### config.mk
export PLATFORM = sky130hd
export DESIGN_NAME = instruction_sequencer_flat
export DESIGN_NICKNAME = d
export VERILOG_FILES = /design/src/rtl/instruction_sequencer_pkg.sv /design/src/rtl/instruction_sequencer_if.sv /design/src/rtl/instruction_sequencer_prog_mem.sv /design/src/rtl/instruction_sequencer.sv /design/src/flat_wrapper.sv
export SDC_FILE = /design/constraint.sdc
export NUM_CORES = 1
export LEC_CHECK = 0
export CORE_AREA = 3 3 109 132
export CTS_BUF_LIST = sky130_fd_sc_hd__clkbuf_8 sky130_fd_sc_hd__clkbuf_16
export CTS_CLUSTER_DIAMETER = 200
export DETAILED_ROUTE_END_ITERATION = 7
export DIE_AREA = 0 0 112 135
export PLACE_DENSITY = 0.74
export SYNTH_ARGS = -nofsm -noshare
export SYNTH_HDL_FRONTEND = slang
export SYNTH_SLANG_ARGS = --single-unit
export TNS_END_PERCENT = 100
### constraint.sdc
create_clock -name clk -period 1.9 [get_ports clk]
set_clock_uncertainty 0.05 [all_clocks]
set_input_delay 0.38 -clock clk [delete_from_list [all_inputs] [get_ports clk]]
set_output_delay 0.38 -clock clk [all_outputs]
set_load 0.005 [all_outputs]
### src/rtl/instruction_sequencer_pkg.sv
// Shared instruction format for the sequencer and the downstream decoder:
// a 9-bit word {opcode, sel_out, sel_in} addressing an 8-entry register file.
package instruction_sequencer_pkg;

  localparam int unsigned NREGS   = 8;
  localparam int unsigned REG_W   = 4;
  localparam int unsigned OPC_W   = 3;
  localparam int unsigned SEL_W   = $clog2(NREGS);
  localparam int unsigned INSTR_W = OPC_W + 2 * SEL_W;

  typedef logic [REG_W-1:0] reg_word_t;

  typedef struct packed {
    logic [OPC_W-1:0] opcode;
    logic [SEL_W-1:0] sel_out;
    logic [SEL_W-1:0] sel_in;
  } instr_t;

endpackage

### src/rtl/instruction_sequencer_if.sv
// Valid/ready link carrying one instruction from the sequencer to the decoder.
interface instruction_sequencer_if;
  import instruction_sequencer_pkg::*;

  logic [INSTR_W-1:0] instruct;
  logic               instr_valid;
  logic               instr_ready;

  modport master (output instruct, output instr_valid, input instr_ready);
  modport slave  (input instruct, input instr_valid, output instr_ready);

endinterface

### src/rtl/instruction_sequencer_prog_mem.sv
// Program store: one synchronous write port, one synchronous read port whose
// output register doubles as the instruction output register.
module instruction_sequencer_prog_mem
  import instruction_sequencer_pkg::*;
#(
  parameter  int unsigned DEPTH = 16,
  localparam int unsigned AW    = $clog2(DEPTH)
) (
  input  logic          clk,
  input  logic          rst,
  input  logic          we_i,
  input  logic [AW-1:0] waddr_i,
  input  instr_t        wdata_i,
  input  logic          re_i,
  input  logic [AW-1:0] raddr_i,
  output instr_t        rdata_o
);

  instr_t mem_q [DEPTH];
  instr_t rdata_q;

  always_ff @(posedge clk) begin
    if (we_i) begin
      mem_q[waddr_i] <= wdata_i;
    end
  end

  // Contents survive rst; only the read register is cleared.
  always_ff @(posedge clk) begin
    if (rst) begin
      rdata_q <= '0;
    end else if (re_i) begin
      rdata_q <= mem_q[raddr_i];
    end
  end

  assign rdata_o = rdata_q;

endmodule

### src/rtl/instruction_sequencer.sv
// Instruction sequencer: streams a loaded program to the decoder, holding each
// instruction for at least HOLD_CYCLES clocks and until the consumer accepts it.
module instruction_sequencer
  import instruction_sequencer_pkg::*;
#(
  parameter  int unsigned DEPTH       = 16,
  parameter  int unsigned HOLD_CYCLES = 4,
  localparam int unsigned AW          = $clog2(DEPTH)
) (
  input  logic                    clk,
  input  logic                    rst,
  input  logic                    prog_we,
  input  logic [AW-1:0]           prog_addr,
  input  logic [INSTR_W-1:0]      prog_data,
  input  logic [AW:0]             prog_len,
  input  logic                    start,
  input  logic                    step_mode,
  input  logic                    step,
  instruction_sequencer_if.master dec_if,
  output logic [AW-1:0]           pc,
  output logic                    busy,
  output logic                    done
);

  typedef enum logic [2:0] {
    S_IDLE,
    S_FETCH,
    S_ISSUE,
    S_PAUSE,
    S_DONE
  } seq_state_t;

  localparam int unsigned   CW      = $clog2(HOLD_CYCLES + 1);
  localparam logic [CW-1:0] HOLD_C  = CW'(HOLD_CYCLES);
  localparam logic [AW:0]   DEPTH_C = (AW + 1)'(DEPTH);

  seq_state_t    state_q, state_d;
  logic [AW-1:0] pc_q, pc_d;
  logic [AW:0]   len_q, len_d;
  logic [CW-1:0] cnt_q, cnt_d;
  logic          valid_q, valid_d;
  logic          busy_q, busy_d;
  logic          done_q, done_d;
  logic          step_mode_q, step_mode_d;

  logic [AW:0]   len_clamped;
  logic          last_instr;
  logic          accept;
  logic          mem_we;
  logic          mem_re;
  instr_t        rd_data;

  assign len_clamped = (prog_len > DEPTH_C) ? DEPTH_C : prog_len;
  assign last_instr  = ({1'b0, pc_q} == (len_q - 1'b1));
  assign accept      = (state_q == S_ISSUE) && (cnt_q >= HOLD_C) && dec_if.instr_ready;
  assign mem_we      = prog_we && !busy_q;
  assign mem_re      = (state_q == S_FETCH);

  instruction_sequencer_prog_mem #(
    .DEPTH (DEPTH)
  ) u_prog_mem (
    .clk     (clk),
    .rst     (rst),
    .we_i    (mem_we),
    .waddr_i (prog_addr),
    .wdata_i (instr_t'(prog_data)),
    .re_i    (mem_re),
    .raddr_i (pc_q),
    .rdata_o (rd_data)
  );

  always_ff @(posedge clk) begin
    if (rst) begin
      state_q     <= S_IDLE;
      pc_q        <= '0;
      len_q       <= '0;
      cnt_q       <= '0;
      valid_q     <= 1'b0;
      busy_q      <= 1'b0;
      done_q      <= 1'b0;
      step_mode_q <= 1'b0;
    end else begin
      state_q     <= state_d;
      pc_q        <= pc_d;
      len_q       <= len_d;
      cnt_q       <= cnt_d;
      valid_q     <= valid_d;
      busy_q      <= busy_d;
      done_q      <= done_d;
      step_mode_q <= step_mode_d;
    end
  end

  always_comb begin
    state_d     = state_q;
    pc_d        = pc_q;
    len_d       = len_q;
    cnt_d       = cnt_q;
    valid_d     = valid_q;
    busy_d      = busy_q;
    done_d      = done_q;
    step_mode_d = step_mode_q;

    case (state_q)
      S_IDLE, S_DONE: begin
        if (start) begin
          len_d       = len_clamped;
          step_mode_d = step_mode;
          if (len_clamped == '0) begin
            state_d = S_DONE;
            done_d  = 1'b1;
            busy_d  = 1'b0;
          end else begin
            state_d = S_FETCH;
            pc_d    = '0;
            done_d  = 1'b0;
            busy_d  = 1'b1;
          end
        end
      end

      // Read issued this cycle; the store's output register becomes instruct.
      S_FETCH: begin
        state_d = S_ISSUE;
        valid_d = 1'b1;
        cnt_d   = CW'(1);
      end

      S_ISSUE: begin
        if (cnt_q < HOLD_C) begin
          cnt_d = cnt_q + 1'b1;
        end
        if (accept) begin
          valid_d = 1'b0;
          if (last_instr) begin
            state_d = S_DONE;
            done_d  = 1'b1;
            busy_d  = 1'b0;
          end else begin
            pc_d    = pc_q + 1'b1;
            state_d = step_mode_q ? S_PAUSE : S_FETCH;
          end
        end
      end

      S_PAUSE: begin
        if (step) begin
          state_d = S_FETCH;
        end
      end

      default: begin
        state_d = S_IDLE;
      end
    endcase
  end

  assign dec_if.instruct    = rd_data;
  assign dec_if.instr_valid = valid_q;
  assign pc                 = pc_q;
  assign busy               = busy_q;
  assign done               = done_q;

endmodule

### src/flat_wrapper.sv
// flat-port wrapper written by rule: the top's interface ports become plain ports
module instruction_sequencer_flat import instruction_sequencer_pkg::*;
#(
  parameter  int unsigned DEPTH       = 16,
  parameter  int unsigned HOLD_CYCLES = 4,
  localparam int unsigned AW          = $clog2(DEPTH)
)
  (clk, rst, prog_we, prog_addr, prog_data, prog_len, start, step_mode, step, pc, busy, done, dec_if_instruct, dec_if_instr_valid, dec_if_instr_ready);
  instruction_sequencer_if dec_if_i ();
  input  logic clk;
  input  logic rst;
  input  logic prog_we;
  input  logic [AW-1:0] prog_addr;
  input  logic [INSTR_W-1:0] prog_data;
  input  logic [AW:0] prog_len;
  input  logic start;
  input  logic step_mode;
  input  logic step;
  output logic [AW-1:0] pc;
  output logic busy;
  output logic done;
  output wire logic [$bits(dec_if_i.instruct)-1:0] dec_if_instruct;
  output wire logic [$bits(dec_if_i.instr_valid)-1:0] dec_if_instr_valid;
  input wire logic [$bits(dec_if_i.instr_ready)-1:0] dec_if_instr_ready;
  assign dec_if_instruct = dec_if_i.instruct;
  assign dec_if_instr_valid = dec_if_i.instr_valid;
  assign dec_if_i.instr_ready = dec_if_instr_ready;
  instruction_sequencer #(.DEPTH(DEPTH), .HOLD_CYCLES(HOLD_CYCLES)) u_core (.clk(clk), .rst(rst), .prog_we(prog_we), .prog_addr(prog_addr), .prog_data(prog_data), .prog_len(prog_len), .start(start), .step_mode(step_mode), .step(step), .dec_if(dec_if_i), .pc(pc), .busy(busy), .done(done));
endmodule
==> summary.txt, run 1 <==
Run status
  – Status: finished with violations
  – Failing checks: setup timing

Floorplanning
  – Die Wd: 112 um
  – DIE AREA: 15,100 sq um
  – I/O pin count: 41
  – Die Y: 135 um
  – Core Box Area: 13,200 sq um
  – Starting Density: 52.7%
  – Row cnt: 46

Setup path
  – R2R setup slack: -0.04 ns
  – R2r worst-path depth: 7
  – Worst Setup End Kind: flip-flop
  – Crit path max fanout: 8
  – CP Data Arrival Time: 2.22 ns
  – Crit path kind: reg2reg
  – Startpoint types: flip-flop
  – Crit path required time: 2.17 ns
  – FF-to-FF End: u_core.u_prog_mem.rdata_o[8]
  – R2R Path Start: u_core.pc[0]

Timing
  – Endpoints failing hold: 0
  – Fin Hold WS: 0.416 ns
  – Tightest Pin Transition: 0.689 ns
  – Final worst slack: -0.0430 ns
  – Rel. slew slack: 54.1%
  – RSZ-0062 raised after global routing: yes
  – Fmax: 515 MHz
  – Crit share post-route: 102%
  – Minimum clock period: 1.94 ns
  – Final setup TNS: -0.170 ns
  – Final Setup Violations: 6
  – Final slew viol count: 0

Logic synthesis
  – Synth top area share: 62.3%
  – Synth Warn #: 0
  – Most used flip-flop cell after synthesis: edfxtp_1
  – Cell Area, Synth: 6940 sq um
  – Synthesized area per cell: 17.0 sq um
  – Cells after Synth: 408
  – Synth Net Count: 436
  – Async set or reset register ratio after synthesis: 0%
  – Synth cell types: 45
  – Top post-synthesis cells by area: edfxtp_1, mux4_2, dfxtp_1
  – Top-count cell post-synth: edfxtp_1
  – Synthesized flop and latch total: 172
  – Synth area leader: edfxtp_1
  – Seq/Total Area, Yosys: 70.3%
  – Number of synthesized flops with an enable pin: 144
  – Synth cell count leaders: edfxtp_1, mux4_2, nor2_1

Global route
  – Grt ovf: 0
  – Global Route Usage Sum: 21.5%
  – First-pass GRT wire length: 23,900 um
  – Initial antenna violation count: 0
  – Vias in the first global route: 4,191
  – Largest net degree at the start of global routing: 21

Power and ir drop
  – LEAKAGE: 2.96 nW
  – Sw frac: 25.0%
  – Share of power burned in registers: 48.5%
  – PwrDens: 1010 nW/um^2
  – Peak VDD IR: 0.000769 V
  – Power Internal: 6.62 mW
  – Clk pwr share: 36.9%
  – Combinational power share: 14.5%
  – Pwr Total: 8.82 mW
  – Net Sw Power: 2.20 mW

Placed design
  – Cell count after placement: 650
  – Post-DP HPWL: 9860 um
  – Port bufs: 40
  – Gp weighted congestion: 0.832

Hold path
  – Hold_sp: u_core.step_mode_q
  – Worst hold path class: reg2reg
  – Hold Crit Depth: 2
  – Hold EP: u_core.step_mode_q

Routing
  – Number of routed nets with antenna violations: 0
  – WL/cell: 22.9 um
  – Final WL: 15,900 um
  – DRT iter0 DRCs: 452
  – DRC: 0
  – 1st-pass router iterations: 6
  – Vias post-DR: 4,181
  – Vias per cell: 6.04

Final layout
  – Final net count: 539
  – Final Util: 66.5%
  – Layout cells sized above 1: 32.1%
  – Area Overhead vs Synth: 26.2%
  – N_diodes: 0
  – Post-route non-filler standard cell count: 692

CTS
  – Clock sink count: 172
  – Root Buffer: clkbuf_16
  – Worst-skew pair later-pin latency: 0.43 ns
  – H-tree depth: 4
  – CTS tree: yes
  – Clock buffer depth: 2
  – Number of buffers created by CTS: 17
  – Clock Pin Slew Worst Setup and Hold Paths: 0.07 ns
  – Hold Buf Count CTS: 0

Run
  – Max cap viols: 0
kinds of logic (layout without fill, tap and decap cells):
| group | count (synthesis) | in the layout | share of synthesized area [%] |
|---|---|---|---|
| multiplexers | 50 | 50 | 13.7 |
| AND/OR/NAND/NOR | 89 | 89 | 6.68 |
| XOR/XNOR | 5 | 5 | 0.631 |
| AO/OA/AOI/OAI | 64 | 64 | 6.34 |
| buffers and inverters | 25 | 141 | 1.75 |
| adder cells (fa/ha/maj) | 3 | 3 | 0.541 |
| flip-flops | 172 | 172 | 70.3 |
power by group through the flow:
| stage | registers, mW | logic [mW] | clock network (mW) |
|---|---|---|---|
| after detailed placement | 4.36 | 1.12 | 0 |
| after floorplan | 4.34 | 0.651 | 0 |
| after global placement | 4.35 | 1.09 | 0 |
| final | 4.28 | 1.28 | 3.26 |
| after CTS | 4.27 | 1.21 | 3.28 |
| after global routing | 4.29 | 1.38 | 3.44 |
metrics by stage:
| stage | instance area (sq um) | worst slack (ns) |
|---|---|---|
| after floorplan | 6950 | 0.00666 |
| after global placement | 7920 | -0.254 |
| after detailed placement | 7920 | -0.279 |
| after CTS | 8640 | -0.105 |
| after global routing | 8760 | -0.110 |
| final | 8760 | -0.0430 |
metal layers:
| metal | part of all wire (%) | global-route usage (%) | vias to the layer above |
|---|---|---|---|
| met5 | 0 | 0 | - |
| met2 | 52 | 37.1 | 208 |
| li1 | - | - | 1838 |
| met4 | 3.3 | 10.1 | 0 |
| met3 | 6.6 | 3.36 | 34 |
| met1 | 38 | 26.8 | 2101 |
repair_timing:
action | CTS | global route
resized for setup | 17 | 21
cloned | 2 | 1
setup buffers | 8 | 4
pin swaps | 7 | 10
setup endpoints to repair | 14 | 15
layout make-up:
type	count	area [sq um]
clock buffer	17	425
clock inverter	15	129
fill	872	4420
inverter	5	18.8
multi-input combinational	211	2060
sequential	172	4900
tap	168	210
timing repair buffer	104	1030
flip-flops by register name, summed over array words and instances, names as in the netlist:
register,flops
u_core.u_prog_mem.mem_q,144
u_core.u_prog_mem.rdata_o,9
u_core.len_q,5
u_core.pc,4
u_core.cnt_q,3
u_core.state_q,3
u_core.busy,1
u_core.dec_if.instr_valid,1
u_core.done,1
u_core.step_mode_q,1
worst max-delay path by stage:
stage,start,end,slack (ns),depth (start not counted)
2_1_floorplan,u_core.pc[0],u_core.u_prog_mem.rdata_o[1],0.007,5
3_3_place_gp,u_core.pc[0],u_core.u_prog_mem.rdata_o[5],-0.25,7
3_5_place_dp,u_core.pc[0],u_core.u_prog_mem.rdata_o[5],-0.28,7
4_1_cts,u_core.pc[0],u_core.u_prog_mem.rdata_o[7],-0.10,6
5_1_grt,u_core.pc[0],u_core.u_prog_mem.rdata_o[8],-0.11,7
6_report,u_core.pc[0],u_core.u_prog_mem.rdata_o[8],-0.04,7
critical path, stage by stage (launching register included):
cell and delay (ns):
dfxtp_4 0.40, clkbuf_16 0.17, buf_12 0.10, buf_16 0.12, mux4_2 0.52, mux2i_1 0.19
a21oi_1 0.10, a22o_1 0.19
placed cells by master (no fill, tap or decap), drive strengths merged, types with 7 or more instances in the layout:
master and count:
a211oi 11, a21oi 23, a22o 10, and2 10, buf 62, clkbuf 18
clkdlybuf4s50 38, dfxtp 28, edfxtp 144, inv 15, mux2i 13, mux4 36
nand2 11, nor2 31, nor3 9, o21ai 7
Power figures use the tool's default switching activity.
==> run 2, diff against run 1 <==
--- a/config.mk
+++ b/config.mk
@@ -14,4 +14,4 @@
 export SYNTH_ARGS = -nofsm -noshare
 export SYNTH_HDL_FRONTEND = slang
 export SYNTH_SLANG_ARGS = --single-unit
-export TNS_END_PERCENT = 100
+export TNS_END_PERCENT = 5
==> summary.txt, run 2 (synthesized netlist as in run 1, its figures left out) <==
Run status
  – Status: finished with violations
  – Failing checks: setup timing

Run
  – Max cap viols: 0

Floorplanning
  – Die Y: 135 um
  – DIE AREA: 15,100 sq um
  – Row cnt: 46
  – Starting Density: 52.7%
  – Core Box Area: 13,200 sq um
  – I/O pin count: 41
  – Die Wd: 112 um

Timing
  – Final worst slack: -0.0811 ns
  – Final Setup Violations: 9
  – Final slew viol count: 0
  – Tightest Pin Transition: 0.676 ns
  – RSZ-0062 raised after global routing: yes
  – Rel. slew slack: 54.9%
  – Crit share post-route: 104%
  – Final setup TNS: -0.431 ns
  – Minimum clock period: 1.98 ns
  – Endpoints failing hold: 0
  – Fmax: 505 MHz

Global route
  – Initial antenna violation count: 0
  – Largest net degree at the start of global routing: 22
  – Global Route Usage Sum: 20.9%
  – Grt ovf: 0
  – Vias in the first global route: 4,150
  – First-pass GRT wire length: 23,500 um

Final layout
  – Final net count: 542
  – Most common cell after layout, fill and taps aside: edfxtp_1
  – Top reg by flops: u_core.u_prog_mem.mem_q
  – N_diodes: 0
  – Max reg flops: 144
  – Area Overhead vs Synth: 26.3%
  – Final Util: 66.5%
  – Most frequent cells in the layout: edfxtp_1, buf_4, clkdlybuf4s50_1
  – Layout cells sized above 1: 31.7%

CTS
  – Clock buffer depth: 2
  – Clock Pin Slew Worst Setup and Hold Paths: 0.07 ns
  – Hold Buf Count CTS: 0
  – Worst-skew pair later-pin latency: 0.42 ns
  – Clock sink count: 172
  – H-tree depth: 4
  – Root Buffer: clkbuf_16
  – Number of buffers created by CTS: 17
  – CTS tree: yes

Routing
  – Final WL: 15,100 um
  – Vias post-DR: 4,100
  – Metal3 WL: 759 um
  – Vias per cell: 5.91
  – Met2 wire len: 7880 um
  – Uppermost routed layer: met4
  – Number of routed nets with antenna violations: 0
  – WL/cell: 21.8 um
  – DRT iter0 DRCs: 392
  – M1 WL: 5960 um
  – 1st-pass router iterations: 6
  – DRC: 0

Setup path
  – Crit path max fanout: 6
  – CP endpoint: u_core.u_prog_mem.rdata_o[8]
  – Worst Setup End Kind: flip-flop
  – R2R setup slack: -0.08 ns
  – R2R Path Start: u_core.pc[0]
  – Startpoint types: flip-flop
  – Critical path origin: u_core.pc[0]
  – FF-to-FF End: u_core.u_prog_mem.rdata_o[8]
  – CP Data Arrival Time: 2.24 ns
  – R2r worst-path depth: 7
  – Crit path kind: reg2reg
  – Crit path required time: 2.16 ns

Hold path
  – Worst hold path class: reg2reg

Placed design
  – Gp weighted congestion: 0.887
  – Port bufs: 40
  – Post-DP HPWL: 9920 um

Power and ir drop
  – PwrDens: 1010 nW/um^2
  – LEAKAGE: 3.00 nW
  – Peak VDD IR: 0.000548 V
-- run 2: cell types whose count changed in the layout (fill, tap and decap cells not counted), moves of 2 or more --
cell / change
and2_1: -2
inv_6: -2
and2_4: +2
buf_4: +5
dfxtp_2: -2
a21oi_2: -2
-- run 2: worst min-delay path by stage --
stage                                   from            endpoint  slack, ns  cells past startpoint
after floorplan           u_core.step_mode_q  u_core.step_mode_q       0.39                      2
after global placement    u_core.step_mode_q  u_core.step_mode_q       0.40                      2
after detailed placement  u_core.step_mode_q  u_core.step_mode_q       0.41                      2
after CTS                 u_core.step_mode_q  u_core.step_mode_q       0.41                      2
after global routing      u_core.step_mode_q  u_core.step_mode_q       0.43                      2
final                     u_core.step_mode_q  u_core.step_mode_q       0.41                      2
-- run 2: worst max-delay path, cell delays in order, from the launching register on --
cell and delay, ns:
dfxtp_4 0.40, buf_12 0.15, buf_12 0.12, mux4_2 0.52, a211oi_2 0.24, buf_4 0.17, a21oi_1 0.04, a22o_1 0.19
-- run 2: final cells by class --
| cell class | instances | area, sq um |
|---|---|---|
| clock inverter | 14 | 149 |
| multi-input combinational | 211 | 2050 |
| clock buffer | 17 | 425 |
| timing repair buffer | 107 | 1020 |
| fill | 877 | 4410 |
| tap | 168 | 210 |
| sequential | 172 | 4900 |
| inverter | 5 | 18.8 |
-- run 2: where the power goes --
part	switching, mW	total, mW	leakage [nW]	internal, mW
Sequential	0.0805	4.28	1.53	4.20
Clock	1.47	3.33	0.283	1.85
Combinational	0.579	1.27	1.19	0.692
-- run 2: stage by stage --
| stage | cell area, sq um | setup WS (ns) | std cells | hold slack (ns) | power, mW |
|---|---|---|---|---|---|
| after floorplan | 6950 | -0.0430 | 408 | 0.386 | 4.99 |
| after global placement | 7920 | -0.226 | 654 | 0.397 | 5.43 |
| after detailed placement | 7920 | -0.279 | 654 | 0.406 | 5.47 |
| after CTS | 8720 | -0.100 | 693 | 0.414 | 8.93 |
| after global routing | 8770 | -0.127 | 694 | 0.433 | 9.20 |
| final | 8770 | -0.0811 | 694 | 0.413 | 8.88 |
-- run 2: metal layers --
metal	vias to the layer above	track usage, %
met3	38	4.84
met2	145	35.9
met1	2077	25.7
met4	0	8.88
li1	1840	-
met5	-	0
-- run 2: timing repair --
item	4_1_cts	5_1_grt
pin swaps	10	6
buffers inserted	6	2
cloned	3	0
setup endpoints to repair	13	16
resized for setup	24	14
hold endpoints to repair	0	0
==> run 3, diff against run 2 <==
--- a/config.mk
+++ b/config.mk
@@ -8,9 +8,10 @@
 export CORE_AREA = 3 3 109 132
 export CTS_BUF_LIST = sky130_fd_sc_hd__clkbuf_8 sky130_fd_sc_hd__clkbuf_16
 export CTS_CLUSTER_DIAMETER = 200
+export CTS_CLUSTER_SIZE = 10
 export DETAILED_ROUTE_END_ITERATION = 7
 export DIE_AREA = 0 0 112 135
-export PLACE_DENSITY = 0.74
+export PLACE_DENSITY = 0.82
 export SYNTH_ARGS = -nofsm -noshare
 export SYNTH_HDL_FRONTEND = slang
 export SYNTH_SLANG_ARGS = --single-unit
==> constraint.sdc (replaced) <==
create_clock -name clk -period 1.9 [get_ports clk]
set_clock_uncertainty 0.05 [all_clocks]
set_input_delay 0.285 -clock clk [delete_from_list [all_inputs] [get_ports clk]]
set_output_delay 0.285 -clock clk [all_outputs]
set_load 0.005 [all_outputs]
==> summary.txt, run 3 (synthesized netlist as in run 1, its figures left out) <==
Timing
  – Fin Hold WS: 0.403 ns
  – Minimum clock period: 1.93 ns
  – Rel. slew slack: 35.1%
  – Final slew viol count: 0
  – RSZ-0062 raised after global routing: yes
  – Final Setup Violations: 2
  – Final worst slack: -0.0263 ns
  – Tightest Pin Transition: 0.973 ns
  – Fmax: 519 MHz
  – Crit share post-route: 101%
  – Endpoints failing hold: 0

Final layout
  – Area Overhead vs Synth: 26.5%
  – Layout cells sized above 1: 31.1%
  – N_diodes: 0
  – Final Util: 66.7%
  – Final net count: 532
  – Max reg flops: 144
  – Top reg by flops: u_core.u_prog_mem.mem_q
  – Most common cell after layout, fill and taps aside: edfxtp_1
  – Final instance area: 8790 sq um
  – Most frequent cells in the layout: edfxtp_1, buf_4, clkdlybuf4s50_1
  – Post-route non-filler standard cell count: 685

Run status
  – Status: finished with violations
  – Failing checks: setup timing

Routing
  – Vias post-DR: 4,226
  – DRC: 0
  – 1st-pass router iterations: 5
  – Vias per cell: 6.17
  – Number of routed nets with antenna violations: 0
  – Final WL: 16,700 um
  – WL/cell: 24.4 um
  – DRT iter0 DRCs: 455

Global route
  – Largest net degree at the start of global routing: 24
  – Grt ovf: 0
  – First-pass GRT wire length: 24,500 um
  – Vias in the first global route: 4,303
  – Initial antenna violation count: 0
  – Global Route Usage Sum: 22.0%

Placed design
  – Cell count after placement: 643
  – Port bufs: 40
  – Post-DP HPWL: 9970 um
  – Area after DPL: 7850 sq um
  – Gp weighted congestion: 0.847

Floorplanning
  – Die Y: 135 um
  – Starting Density: 52.7%
  – Core Box Area: 13,200 sq um
  – DIE AREA: 15,100 sq um
  – Row cnt: 46
  – I/O pin count: 41
  – Die Wd: 112 um

Setup path
  – Crit path max fanout: 4
  – R2R setup slack: -0.03 ns
  – Sequence of cells on the critical path: buf_12 > buf_6 > mux4_2 > and2_4 > a211oi_4 > a21oi_2 > a22o_1
  – Worst stage delay on the critical path: 0.51 ns
  – Worst Setup End Kind: flip-flop
  – Startpoint types: flip-flop
  – CP max stage cell: mux4_2
  – R2r worst-path depth: 7
  – FF-to-FF End: u_core.u_prog_mem.rdata_o[4]
  – CP Data Arrival Time: 2.19 ns
  – Crit path kind: reg2reg
  – Crit path required time: 2.16 ns
  – R2R Path Start: u_core.pc[0]

CTS
  – Clock Pin Slew Worst Setup and Hold Paths: 0.06 ns
  – CTS tree: yes
  – Worst-skew pair later-pin latency: 0.42 ns
  – Root Buffer: clkbuf_16
  – Clock sink count: 172
  – Clock buffer depth: 2
  – Number of buffers created by CTS: 17
  – H-tree depth: 4

Hold path
  – Hold EP: u_core.step_mode_q
  – Worst hold path class: in2reg
  – Hold_sp: step_mode
  – Hold Crit Depth: 3

Run
  – Max cap viols: 0

Power and ir drop
  – Peak VDD IR: 0.000652 V
  – LEAKAGE: 2.98 nW
  – PwrDens: 1040 nW/um^2
run 3: layout make-up:
class                   instances  area (sq um)
multi-input cells             211          2100
inverters                       5          18.8
well taps                     168           210
fillers                       799          4390
clock inverters                12           144
clock buffers                  20           467
repair buffers                 97           951
flip-flops and latches        172          4890
run 3: per-layer routing:
| layer | vias to the layer above | global-route usage (%) | part of all wire, % |
|---|---|---|---|
| li1 | 1819 | - | - |
| met1 | 2113 | 26.9 | 37 |
| met2 | 257 | 36.8 | 52 |
| met3 | 37 | 5.47 | 7.7 |
| met4 | 0 | 11.2 | 3.4 |
| met5 | - | 0 | 0 |
run 3: worst max-delay path, delay by kind of cell, from the launching register on:
| kind | cells | cell delay, ns |
|---|---|---|
| multiplexers | 1 | 0.51 |
| AO/OA/AOI/OAI | 3 | 0.45 |
| flip-flops | 1 | 0.40 |
| buffers and inverters | 2 | 0.21 |
| AND/OR/NAND/NOR | 1 | 0.19 |
run 3: how the worst max path moves through the flow:
stage                            from                             to  slack [ns]  cells after the start
finish                   u_core.pc[0]   u_core.u_prog_mem.rdata_o[4]       -0.03                      7
global route        u_core.state_q[1]   u_core.u_prog_mem.rdata_o[4]       -0.06                      4
CTS                      u_core.pc[0]   u_core.u_prog_mem.rdata_o[5]       -0.07                      7
detailed placement       u_core.pc[0]   u_core.u_prog_mem.rdata_o[5]       -0.26                      6
global placement         u_core.pc[0]   u_core.u_prog_mem.rdata_o[8]       -0.23                      6
floorplan                 u_core.busy  u_core.u_prog_mem.mem_q[0][0]       -0.04                      3
run 3: metrics by stage:
stage	setup TNS [ns]	worst slack, ns	total power, mW
floorplan	-0.387	-0.0430	4.99
global route	-0.570	-0.0647	9.37
detailed placement	-9.33	-0.262	5.44
finish	-0.0329	-0.0263	9.10
CTS	-0.263	-0.0706	9.00
global placement	-6.99	-0.232	5.39
run 3: timing repair:
action / in CTS / in global routing
gates resized for setup: 20 / 29
pin swaps: 4 / 9
buffers inserted: 3 / 6
setup endpoints to repair: 14 / 17
gates cloned: 1 / 1
hold buffers: 0 / 0
run 3: report_power, final:
group	switching [mW]	internal, mW
Sequential	0.0932	4.21
Combinational	0.596	0.678
Clock	1.36	2.16
Total	2.05	7.05
